File: config.mk
export PLATFORM = sky130hd
export DESIGN_NAME = udp_send
export DESIGN_NICKNAME = d
export VERILOG_FILES = /design/src/rtl/udp_send.sv
export SDC_FILE = /design/constraint.sdc
export NUM_CORES = 1
export LEC_CHECK = 0
export ABC_AREA = 1
export BUFFER_PORTS_ARGS = -buffer_cell sky130_fd_sc_hd__buf_2
export CELL_PAD_IN_SITES_DETAIL_PLACEMENT = 0
export CELL_PAD_IN_SITES_GLOBAL_PLACEMENT = 1
export CORE_MARGIN = 1.5
export CORE_UTILIZATION = 42
export DETAILED_ROUTE_END_ITERATION = 10
export PLACE_DENSITY_LB_ADDON = 0.25
export SLEW_MARGIN = 10
export SYNTH_ARGS = -nofsm -noshare
export SYNTH_HDL_FRONTEND = slang
export SYNTH_SLANG_ARGS = --single-unit
File: constraint.sdc
create_clock -name clk -period 16.66 [get_ports clk]
set_input_delay 0.833 -clock clk [delete_from_list [all_inputs] [get_ports clk]]
set_output_delay 0.833 -clock clk [all_outputs]
set_load 0.005 [all_outputs]
File: src/rtl/udp_send.sv
// udp_send: builds one Ethernet II / IPv4 / UDP frame per start request and
// streams it byte-wise onto an 8-bit GMII-style transmit port.
module udp_send #(
  parameter logic [47:0] SRC_MAC  = 48'h000a3501fec0,
  parameter logic [31:0] SRC_ADDR = 32'hc0a80002,
  parameter logic [15:0] SRC_PORT = 16'd8000,
  parameter logic [47:0] DST_MAC  = 48'hffffffffffff,
  parameter logic [31:0] DST_ADDR = 32'hc0a80003,
  parameter logic [15:0] DST_PORT = 16'd8000,
  parameter logic [7:0]  TTL      = 8'd64,
  parameter int unsigned IFG_CNT  = 12
) (
  input  logic        clk,
  input  logic        rst_n,
  input  logic        start,
  input  logic [15:0] data_len,
  output logic        data_req,
  input  logic [7:0]  data_i,
  output logic        busy,
  output logic        done,
  output logic        e_txen,
  output logic [7:0]  txd
);

  localparam logic [15:0] MAX_LEN  = 16'd1472;
  localparam logic [15:0] IFG_LAST = 16'(IFG_CNT - 1);
  localparam logic [31:0] CRC_POLY = 32'hedb88320;

  typedef enum logic [2:0] {
    S_IDLE, S_PRE, S_MAC, S_HDR, S_DATA, S_PAD, S_FCS, S_IFG
  } state_t;

  state_t      state_q, state_d;
  logic [15:0] cnt_q, cnt_d;
  logic [15:0] len_q, len_d;
  logic [15:0] id_q, id_d;
  logic [15:0] csum_q, csum_d;
  logic [31:0] crc_q, crc_d;

  logic [15:0]      ip_total;
  logic [15:0]      udp_len;
  logic [4:0]       pad_cnt;
  logic [31:0]      sum_raw;
  logic [16:0]      sum_fold1;
  logic [15:0]      sum_fold2;
  logic [13:0][7:0] mac_bytes;
  logic [27:0][7:0] hdr_bytes;
  logic [3:0]       mac_idx;
  logic [4:0]       hdr_idx;
  logic [31:0]      fcs;

  // Reflected CRC-32 advanced by one byte, LSB first.
  function automatic logic [31:0] crc32_byte(input logic [31:0] c, input logic [7:0] d);
    logic [31:0] r;
    r = c ^ {24'h0, d};
    for (int i = 0; i < 8; i++) begin
      r = r[0] ? ({1'b0, r[31:1]} ^ CRC_POLY) : {1'b0, r[31:1]};
    end
    return r;
  endfunction

  assign ip_total = len_q + 16'd28;
  assign udp_len  = len_q + 16'd8;
  assign pad_cnt  = (len_q < 16'd18) ? 5'(16'd18 - len_q) : 5'd0;

  assign sum_raw = 32'h0000_4500 + {16'h0, ip_total} + {16'h0, id_q} + 32'h0000_4000
                 + {16'h0, TTL, 8'h11}
                 + {16'h0, SRC_ADDR[31:16]} + {16'h0, SRC_ADDR[15:0]}
                 + {16'h0, DST_ADDR[31:16]} + {16'h0, DST_ADDR[15:0]};
  assign sum_fold1 = {1'b0, sum_raw[15:0]} + {1'b0, sum_raw[31:16]};
  assign sum_fold2 = sum_fold1[15:0] + {15'd0, sum_fold1[16]};

  assign mac_bytes = {DST_MAC, SRC_MAC, 16'h0800};
  assign hdr_bytes = {8'h45, 8'h00, ip_total, id_q, 16'h4000, TTL, 8'h11, csum_q,
                      SRC_ADDR, DST_ADDR, SRC_PORT, DST_PORT, udp_len, 16'h0000};
  assign mac_idx   = 4'd13 - cnt_q[3:0];
  assign hdr_idx   = 5'd27 - cnt_q[4:0];
  assign fcs       = ~crc_q;

  always_ff @(posedge clk or negedge rst_n) begin
    if (!rst_n) begin
      state_q <= S_IDLE;
      cnt_q   <= '0;
      len_q   <= '0;
      id_q    <= '0;
      csum_q  <= '0;
      crc_q   <= 32'hffffffff;
    end else begin
      state_q <= state_d;
      cnt_q   <= cnt_d;
      len_q   <= len_d;
      id_q    <= id_d;
      csum_q  <= csum_d;
      crc_q   <= crc_d;
    end
  end

  always_comb begin
    state_d = state_q;
    cnt_d   = cnt_q + 16'd1;
    unique case (state_q)
      S_IDLE: begin
        cnt_d = '0;
        if (start) state_d = S_PRE;
      end
      S_PRE: if (cnt_q == 16'd7) begin
        state_d = S_MAC;
        cnt_d   = '0;
      end
      S_MAC: if (cnt_q == 16'd13) begin
        state_d = S_HDR;
        cnt_d   = '0;
      end
      S_HDR: if (cnt_q == 16'd27) begin
        cnt_d   = '0;
        state_d = (len_q != 16'd0) ? S_DATA : ((pad_cnt != 5'd0) ? S_PAD : S_FCS);
      end
      S_DATA: if (cnt_q == len_q - 16'd1) begin
        cnt_d   = '0;
        state_d = (pad_cnt != 5'd0) ? S_PAD : S_FCS;
      end
      S_PAD: if (cnt_q == {11'd0, pad_cnt} - 16'd1) begin
        state_d = S_FCS;
        cnt_d   = '0;
      end
      S_FCS: if (cnt_q == 16'd3) begin
        state_d = S_IFG;
        cnt_d   = '0;
      end
      S_IFG: if (cnt_q == IFG_LAST) begin
        state_d = S_IDLE;
        cnt_d   = '0;
      end
      default: begin
        state_d = S_IDLE;
        cnt_d   = '0;
      end
    endcase
  end

  // Checksum is latched during the preamble, long before HDR byte 10 reads it.
  always_comb begin
    len_d  = len_q;
    id_d   = id_q;
    csum_d = csum_q;
    crc_d  = crc_q;
    case (state_q)
      S_IDLE: if (start) len_d = (data_len > MAX_LEN) ? MAX_LEN : data_len;
      S_PRE: begin
        csum_d = ~sum_fold2;
        crc_d  = 32'hffffffff;
      end
      S_MAC, S_HDR, S_DATA, S_PAD: crc_d = crc32_byte(crc_q, txd);
      S_FCS: if (cnt_q == 16'd3) id_d = id_q + 16'd1;
      default: ;
    endcase
  end

  always_comb begin
    txd      = 8'h00;
    e_txen   = 1'b0;
    data_req = 1'b0;
    done     = 1'b0;
    busy     = (state_q != S_IDLE);
    case (state_q)
      S_PRE: begin
        e_txen = 1'b1;
        txd    = (cnt_q == 16'd7) ? 8'hd5 : 8'h55;
      end
      S_MAC: begin
        e_txen = 1'b1;
        txd    = mac_bytes[mac_idx];
      end
      S_HDR: begin
        e_txen   = 1'b1;
        txd      = hdr_bytes[hdr_idx];
        data_req = (cnt_q == 16'd27) && (len_q != 16'd0);
      end
      S_DATA: begin
        e_txen   = 1'b1;
        txd      = data_i;
        data_req = (cnt_q < len_q - 16'd1);
      end
      S_PAD: e_txen = 1'b1;
      S_FCS: begin
        e_txen = 1'b1;
        txd    = fcs[{cnt_q[1:0], 3'b000} +: 8];
      end
      S_IFG: done = (cnt_q == IFG_LAST);
      default: ;
    endcase
  end

endmodule

==> impl_metrics.tcl, run 1 <==
set metrics [dict create \
    grt_use_total_pct 27.03 \
    grt_pass1_vias 10040 \
    holdWs_ns 0.4352 \
    syn_avg_cell_area_um2 6.468 \
    slew_headroom_pct 38.31 \
    die_w_um 160.1 \
    rows 57 \
    async_flop_share_pct 100.0 \
    ant_nets 0 \
    post-route-period-util_pct 40.86 \
    syn-cell-area_um2 10370 \
    antenna_found_initial 0 \
    status "finished clean" \
    grt_overflow 0 \
    wl_um 34110 \
    synth_top_area_cell "nand2_1" \
    drt_pass1_iterations 7 \
    htreeDepth 3 \
    start_util_pct 42.76 \
    avgViaCountPerCell 5.375 \
    clockBufferDepth 2 \
    wire_per_inst_um 17.44 \
    ys_types 58 \
    clk_latency_ns 0.37 \
    synth_top_family_by_area "simple AND/OR/NAND/NOR gates" \
    tightest_slew_ns 0.9253 \
    antenna_cells 0 \
    netlist_top_cells_area "nand2_1 17%, dfrtp_1 16%, ha_1 9.4%, dfstp_2 8.1%, inv_1 8.0%" \
    drc 0 \
    synth_cells 1603 \
    slowest_delay_ns 0.59 \
    worstHoldPathType "primary input to asynchronous set/reset pin" \
    yosys.area.top_type_share_pct 16.73 \
    finalMaxSlewViolations 0 \
    cts_hold_buf 0 \
    crit_type "register to register" \
    ys_ff_latch 99 \
    drtIter0Drc 802 \
    yosysSeqAreaShare_pct 24.28 \
    reg2regPathDepth 42 \
    synth_compound_area_share_pct 12.19 \
    yosysWarnings 0 \
    fin_skew_ns 0.01195 \
    slowest_stage "dfrtp_1" \
    portBuffers 38 \
    crit_path_max_fanout 8 \
    post-synth-top-count-cell "nand2_1" \
    critPathRequiredTime_ns 16.92 \
    cts_sinks 99 \
    areaGrowthSynthToFinish_pct 7.446 \
    via_count 10510 \
    grt_max_degree 67 \
    hold_viol 0 \
    grt_setup_unrepaired "no" \
    fin_util_pct 45.94 \
    max_freq_mhz 146.9 \
    post_cts.repair.setup_buffers 0 \
    final.setup.tns_ns 0 \
    synth_edf_count 0 \
    worst_ep_arrival_time_ns 7.07 \
    grt_first_pass_wirelength_um 54170 \
    synth_mux_area_share_pct 0 \
    synth_flop_cell "dfrtp_1" \
    cts_resized 0 \
    critPathLaunchType "register" \
    synth_xor_area_share_pct 6.288 \
    cts_root_buf "clkbuf_16" \
    ys_top_cells_by_count "462 x nand2_1, 221 x inv_1, 161 x nand3_1" \
    dp_hpwl_um 26540 \
    core_um2 24250 \
    die_h_um 160.1 \
    drv_cap 0 \
    cts_tree "done" \
    crit_top_cell "nand2_1" \
    period_needed_ns 6.807 \
    synth_nets 1710 \
    final_net_count 1734 \
    yosys.area_share.adder_pct 9.800 \
    ios 39 \
    worstSetupEndpointType "register" \
    place_congestion 0.9164 \
    numCtsBuffers 9 \
    clk_pin_slew_ns 0.08 \
    final-setup-viol-count 0 \
    die_area_um2 25640 \
    yosys.area_share.simple_pct 37.06 \
    drive_above_1_share_pct 10.48 \
]
## routing by layer
layer | up-vias | global-route usage [%] | share of wire (%)
met3 | 47 | 3.377 | 4.9
met2 | 285 | 45.12 | 47
li1 | 5262 | - | -
met4 | 0 | 8.666 | 2.4
met1 | 4920 | 36.23 | 46
met5 | - | 0 | 0
## final timing paths
check / from / to / slack [ns]
min in group clk: crc_q[15]$_DFFE_PN1P_ / crc_q[15]$_DFFE_PN1P_ / 0.48
max in group asynchronous: rst_n / cnt_q[3]$_DFF_PN0_ / 14.91
hold reg to reg: crc_q[15]$_DFFE_PN1P_ / crc_q[15]$_DFFE_PN1P_ / 0.48
hold / removal: rst_n / len_q[9]$_DFFE_PN0P_ / 0.44
setup reg to reg: len_q[2]$_DFFE_PN0P_ / csum_q[15]$_DFFE_PN0P_ / 9.85
setup / recovery: len_q[2]$_DFFE_PN0P_ / csum_q[15]$_DFFE_PN0P_ / 9.85
## cells in the final DEF, fill, tap and decap left out, types with 4 or more instances in the layout
| master | netlist | routed |
|---|---|---|
| nor4_1 | 5 | 5 |
| nand2_2 | 25 | 25 |
| xor2_2 | 4 | 4 |
| xnor2_1 | 10 | 10 |
| dfrtp_1 | 67 | 67 |
| clkbuf_16 | 0 | 9 |
| dfstp_2 | 32 | 32 |
| a2bb2oi_1 | 4 | 4 |
| o21ai_0 | 74 | 74 |
| o22ai_1 | 22 | 22 |
| o21bai_1 | 4 | 4 |
| o21ai_1 | 8 | 8 |
| nor2_2 | 10 | 10 |
| inv_1 | 221 | 221 |
| nor3_1 | 23 | 23 |
| nand3_1 | 161 | 161 |
| nand2_4 | 5 | 5 |
| nand2_1 | 462 | 462 |
| nor2_1 | 103 | 103 |
| and3_1 | 7 | 7 |
| nor2_4 | 5 | 5 |
| buf_4 | 8 | 8 |
| xor2_1 | 57 | 57 |
| and2_1 | 7 | 7 |
| inv_2 | 16 | 16 |
| a21oi_1 | 74 | 74 |
| ha_1 | 78 | 78 |
| nand4_1 | 34 | 34 |
| buf_2 | 11 | 37 |
## kinds of logic (layout without fill, tap and decap cells)
family	count (synthesis)	in the layout
compound gates	219	219
xor+xnor	71	71
fa+ha+maj	80	80
buf+inv	270	299
flops	99	99
simple gates	864	864
## worst max-delay path: cells and delay by family, from the launching register on
| family | cells | cell delay (ns) |
|---|---|---|
| xor gates and xnor gates | 1 | 0.18 |
| AOI/OAI and AO/OA | 3 | 0.65 |
| and+or+nand+nor | 30 | 3.46 |
| buffers and inverters | 2 | 0.22 |
| DFF | 1 | 0.59 |
| adders and majority gates | 6 | 1.59 |
## flip-flops by register name, indices dropped and copies added (netlist names)
register	count
csum_q	16
cnt_q	16
id_q	16
crc_q	32
state_q	3
len_q	16
## through the flow
stage | instances | setup slack (ns) | area [um^2]
global placement | 1940 | 10.02 | 10840
CTS | 1956 | 9.853 | 11140
global route | 1956 | 8.977 | 11140
finish | 1956 | 9.853 | 11140
floorplan | 1603 | 10.65 | 10370
detailed placement | 1940 | 9.877 | 10840
## layout make-up
type | count | area [um^2]
Multi-Input combinational cell | 1234 | 6774
Fill cell | 2630 | 13110
Timing Repair Buffer | 45 | 245.2
Clock buffer | 10 | 229.0
Clock inverter | 6 | 72.57
Sequential cell | 99 | 2517
Tap cell | 324 | 405.4
Inverter | 238 | 895.9
Power of run 1 is left out: the tool's default activity adds up to more than one toggle a clock period on the data nets, which glitch-free logic cannot reach.
==> run 2, diff against run 1 <==
Settings changed: ABC_AREA 1 to 0.
Clock period 16.66 ns to 7.1 ns, I/O delays scaled along.
==> run 2 against run 1 <==
Compared with the run above:
- setup slack worse by 9.4 ns
- synthesized cell count fell by 28%
- clock skew is 0.0011 ns lower
- first-iteration DRC count down 44%
- critical path type unchanged
==> impl_metrics.tcl, run 2 <==
set metrics [dict create \
    numCtsBuffers 9 \
    critPathLaunchType "register" \
    die_w_um 155.1 \
    synth_cells 1152 \
    start_util_pct 42.92 \
    die_area_um2 24060 \
    drtIter0Drc 447 \
    grt_pass1_vias 8074 \
    drv_cap 0 \
    drive_above_1_share_pct 16.23 \
    netlist_top_cells_area "dfrtp_1 17%, ha_1 10%, xnor2_1 9.6%, dfstp_2 8.7%, nor2_1 4.3%" \
    dpl_cell_area_um2 10270 \
    slew_headroom_pct 39.30 \
    synth_flop_cell "dfrtp_1" \
    final-setup-viol-count 0 \
    crit_start "len_q[3]$_DFFE_PN0P_" \
    portBuffers 38 \
    antenna_found_initial 0 \
    slowest_stage "dfrtp_2" \
    avgViaCountPerCell 5.722 \
    synth_nets 1259 \
    ys_ff_latch 99 \
    internal_power_w 0.003161 \
    syn_avg_cell_area_um2 8.436 \
    grt_use_total_pct 24.39 \
    ys_types 88 \
    place_congestion 0.9251 \
    syn-cell-area_um2 9718 \
    antenna_cells 0 \
    cp_top_family "simple AND/OR/NAND/NOR gates" \
    grt_overflow 0 \
    ant_nets 0 \
    clk_pin_slew_ns 0.08 \
    cts_root_buf "clkbuf_16" \
    worst_ep_arrival_time_ns 6.89 \
    max_freq_mhz 151.5 \
    htreeDepth 3 \
    synth_edf_count 0 \
    fin_skew_ns 0.01089 \
    clockBufferDepth 2 \
    die_h_um 155.1 \
    powerDensity_nw_per_um2 577.6 \
    tightest_slew_ns 0.9084 \
    dp_hpwl_um 21280 \
    largest_reg_flops 32 \
    areaGrowthSynthToFinish_pct 10.20 \
    pwr-share-comb_pct 74.7 \
    final_cell_mix "111 x nor2_1, 106 x xnor2_1, 90 x nand2_1" \
    yosysSeqAreaShare_pct 25.90 \
    wl_um 28330 \
    p_seq_share_pct 16.7 \
    hold_viol 0 \
    period_needed_ns 6.601 \
    drt_pass1_iterations 5 \
    p_leak_nw 4.471 \
    rr_startpoint "len_q[3]$_DFFE_PN0P_" \
    worstSetupEndpointType "register" \
    rows 55 \
    worstHoldPathType "primary input to asynchronous set/reset pin" \
    finalMaxSlewViolations 0 \
    top_register "crc_q" \
    critPathRequiredTime_ns 7.39 \
    drc 0 \
    post-synth-top-count-cell "nor2_1" \
    crit_path_max_fanout 7 \
    final_cell_area_um2 10710 \
    clk_latency_ns 0.37 \
    yosysWarnings 0 \
    slowest_delay_ns 0.45 \
    layout_commonest_cell "nor2_1" \
    switching_share_pct 48.90 \
    status "finished clean" \
    via_count 8434 \
    cts_tree "done" \
    worstPathBufferInverterCount 2 \
    final_net_count 1291 \
    synth_top_area_cell "dfrtp_1" \
    cts_hold_buf 0 \
    ir_worst_vdd_mv 0.3866 \
    async_flop_share_pct 100.0 \
    post-route-period-util_pct 92.97 \
    grt_first_pass_wirelength_um 45710 \
    stdcell_count 1474 \
    place_inst 1453 \
    crit_type "register to register" \
    net-switching-power_w 0.003025 \
    wire_per_inst_um 19.22 \
    cts_sinks 99 \
    n_fill_cell 2247 \
    p_clk_share_pct 8.6 \
    ys_top_cells_by_count "112 x nor2_1, 106 x xnor2_1, 90 x nand2_1" \
    core_um2 22640 \
    grt_max_degree 56 \
    yosys.area.top_type_share_pct 17.25 \
    ios 39 \
]
[run 2: cell count changes in the layout (fill, tap and decap cells not counted), sizes merged, moves of 11 or more]
cell / before / now
a21o: 1 / 16
mux2i: 0 / 15
nand2: 492 / 91
nor2b: 0 / 12
xnor2: 10 / 110
or3: 0 / 11
nand2b: 0 / 14
buf: 45 / 76
nand4: 34 / 17
o22ai: 22 / 1
nand3: 164 / 34
a31oi: 2 / 19
o21ai: 82 / 68
inv: 240 / 56
[run 2: cell families (layout without fill, tap and decap cells)]
logic type / count (synthesis) / count (layout) / share of synthesized area [%]
flip-flops: 99 / 99 / 25.90
multiplexers: 26 / 26 / 3.747
adder cells (fa/ha/maj): 80 / 80 / 10.45
XOR/XNOR: 165 / 165 / 16.27
AND/OR/NAND/NOR: 406 / 406 / 21.04
buffers and inverters: 109 / 146 / 4.789
AO/OA/AOI/OAI: 267 / 267 / 17.79
[run 2: power by group through the flow]
| stage | sequential [W] | clock [W] | combinational (W) |
|---|---|---|---|
| after floorplan | 0.000989 | 0 | 0.00362 |
| after global placement | 0.00104 | 0 | 0.00452 |
| after detailed placement | 0.00104 | 0 | 0.00456 |
| after CTS | 0.00103 | 0.000545 | 0.00458 |
| after global routing | 0.00106 | 0.000562 | 0.00509 |
| final | 0.00103 | 0.000531 | 0.00462 |
[run 2: routing by layer]
metal  wire length, um  share of wire [%]  track usage, %  vias to the layer above
met3              1090                3.8           3.036                       38
met2             13020                 46           39.42                      199
met5                 0                  0               0                        -
met4               621                2.2           6.548                        0
li1                  -                  -               -                     4156
met1             13600                 48           34.40                     4041
[run 2: per-stage QoR]
stage	power, W	setup TNS [ns]	hold WS [ns]	utilization (%)	setup slack (ns)
after global routing	0.006717	-0.01810	0.06101	47.30	-0.01017
final	0.006186	0	0.004275	47.30	0.4989
after CTS	0.006154	0	0.03138	46.73	0.04116
after global placement	0.005560	0	0.4370	45.37	0.2935
after floorplan	0.004609	0	0.05941	-	0.3507
after detailed placement	0.005598	0	0.4273	45.37	0.1007
[run 2: repair_timing]
action	4_1_cts	5_1_grt
resized for setup	0	22
buffers inserted	0	5
endpoints found under the setup margin	0	10
[run 2: final cells by class]
cell class	count	area, um^2	share of cell area (%)
Timing Repair Buffer	76	478.0	4.463
Multi-Input combinational cell	944	6842	63.89
Clock inverter	7	81.33	0.7594
Sequential cell	99	2521	23.54
Clock buffer	9	225.2	2.103
Inverter	54	205.2	1.916
Tap cell	285	356.6	3.330
[run 2: worst paths after layout]
path / end / slack (ns) / cells past startpoint
worst max-delay path: csum_q[15]$_DFFE_PN0P_ / 0.50 / 33
worst min-delay path: id_q[3]$_DFFE_PN0P_ / 0.004 / 1
worst max register to register: csum_q[15]$_DFFE_PN0P_ / 0.50 / 33
worst min register to register: csum_q[0]$_DFFE_PN0P_ / 0.48 / 2
max in group asynchronous: csum_q[12]$_DFFE_PN0P_ / 5.97 / 2
min in group clk: len_q[9]$_DFFE_PN0P_ / 0.21 / 3
[run 2: worst register-to-register path, delay by kind of cell, from the launching register on]
family                   cells  cell delay (ns)
AO/OA/AOI/OAI               11             1.75
flip-flops                   1             0.45
adder cells (fa/ha/maj)      5             1.17
AND/OR/NAND/NOR             14             2.80
XOR/XNOR                     1             0.19
buffers and inverters        2             0.16
Power figures use the tool's default switching activity.
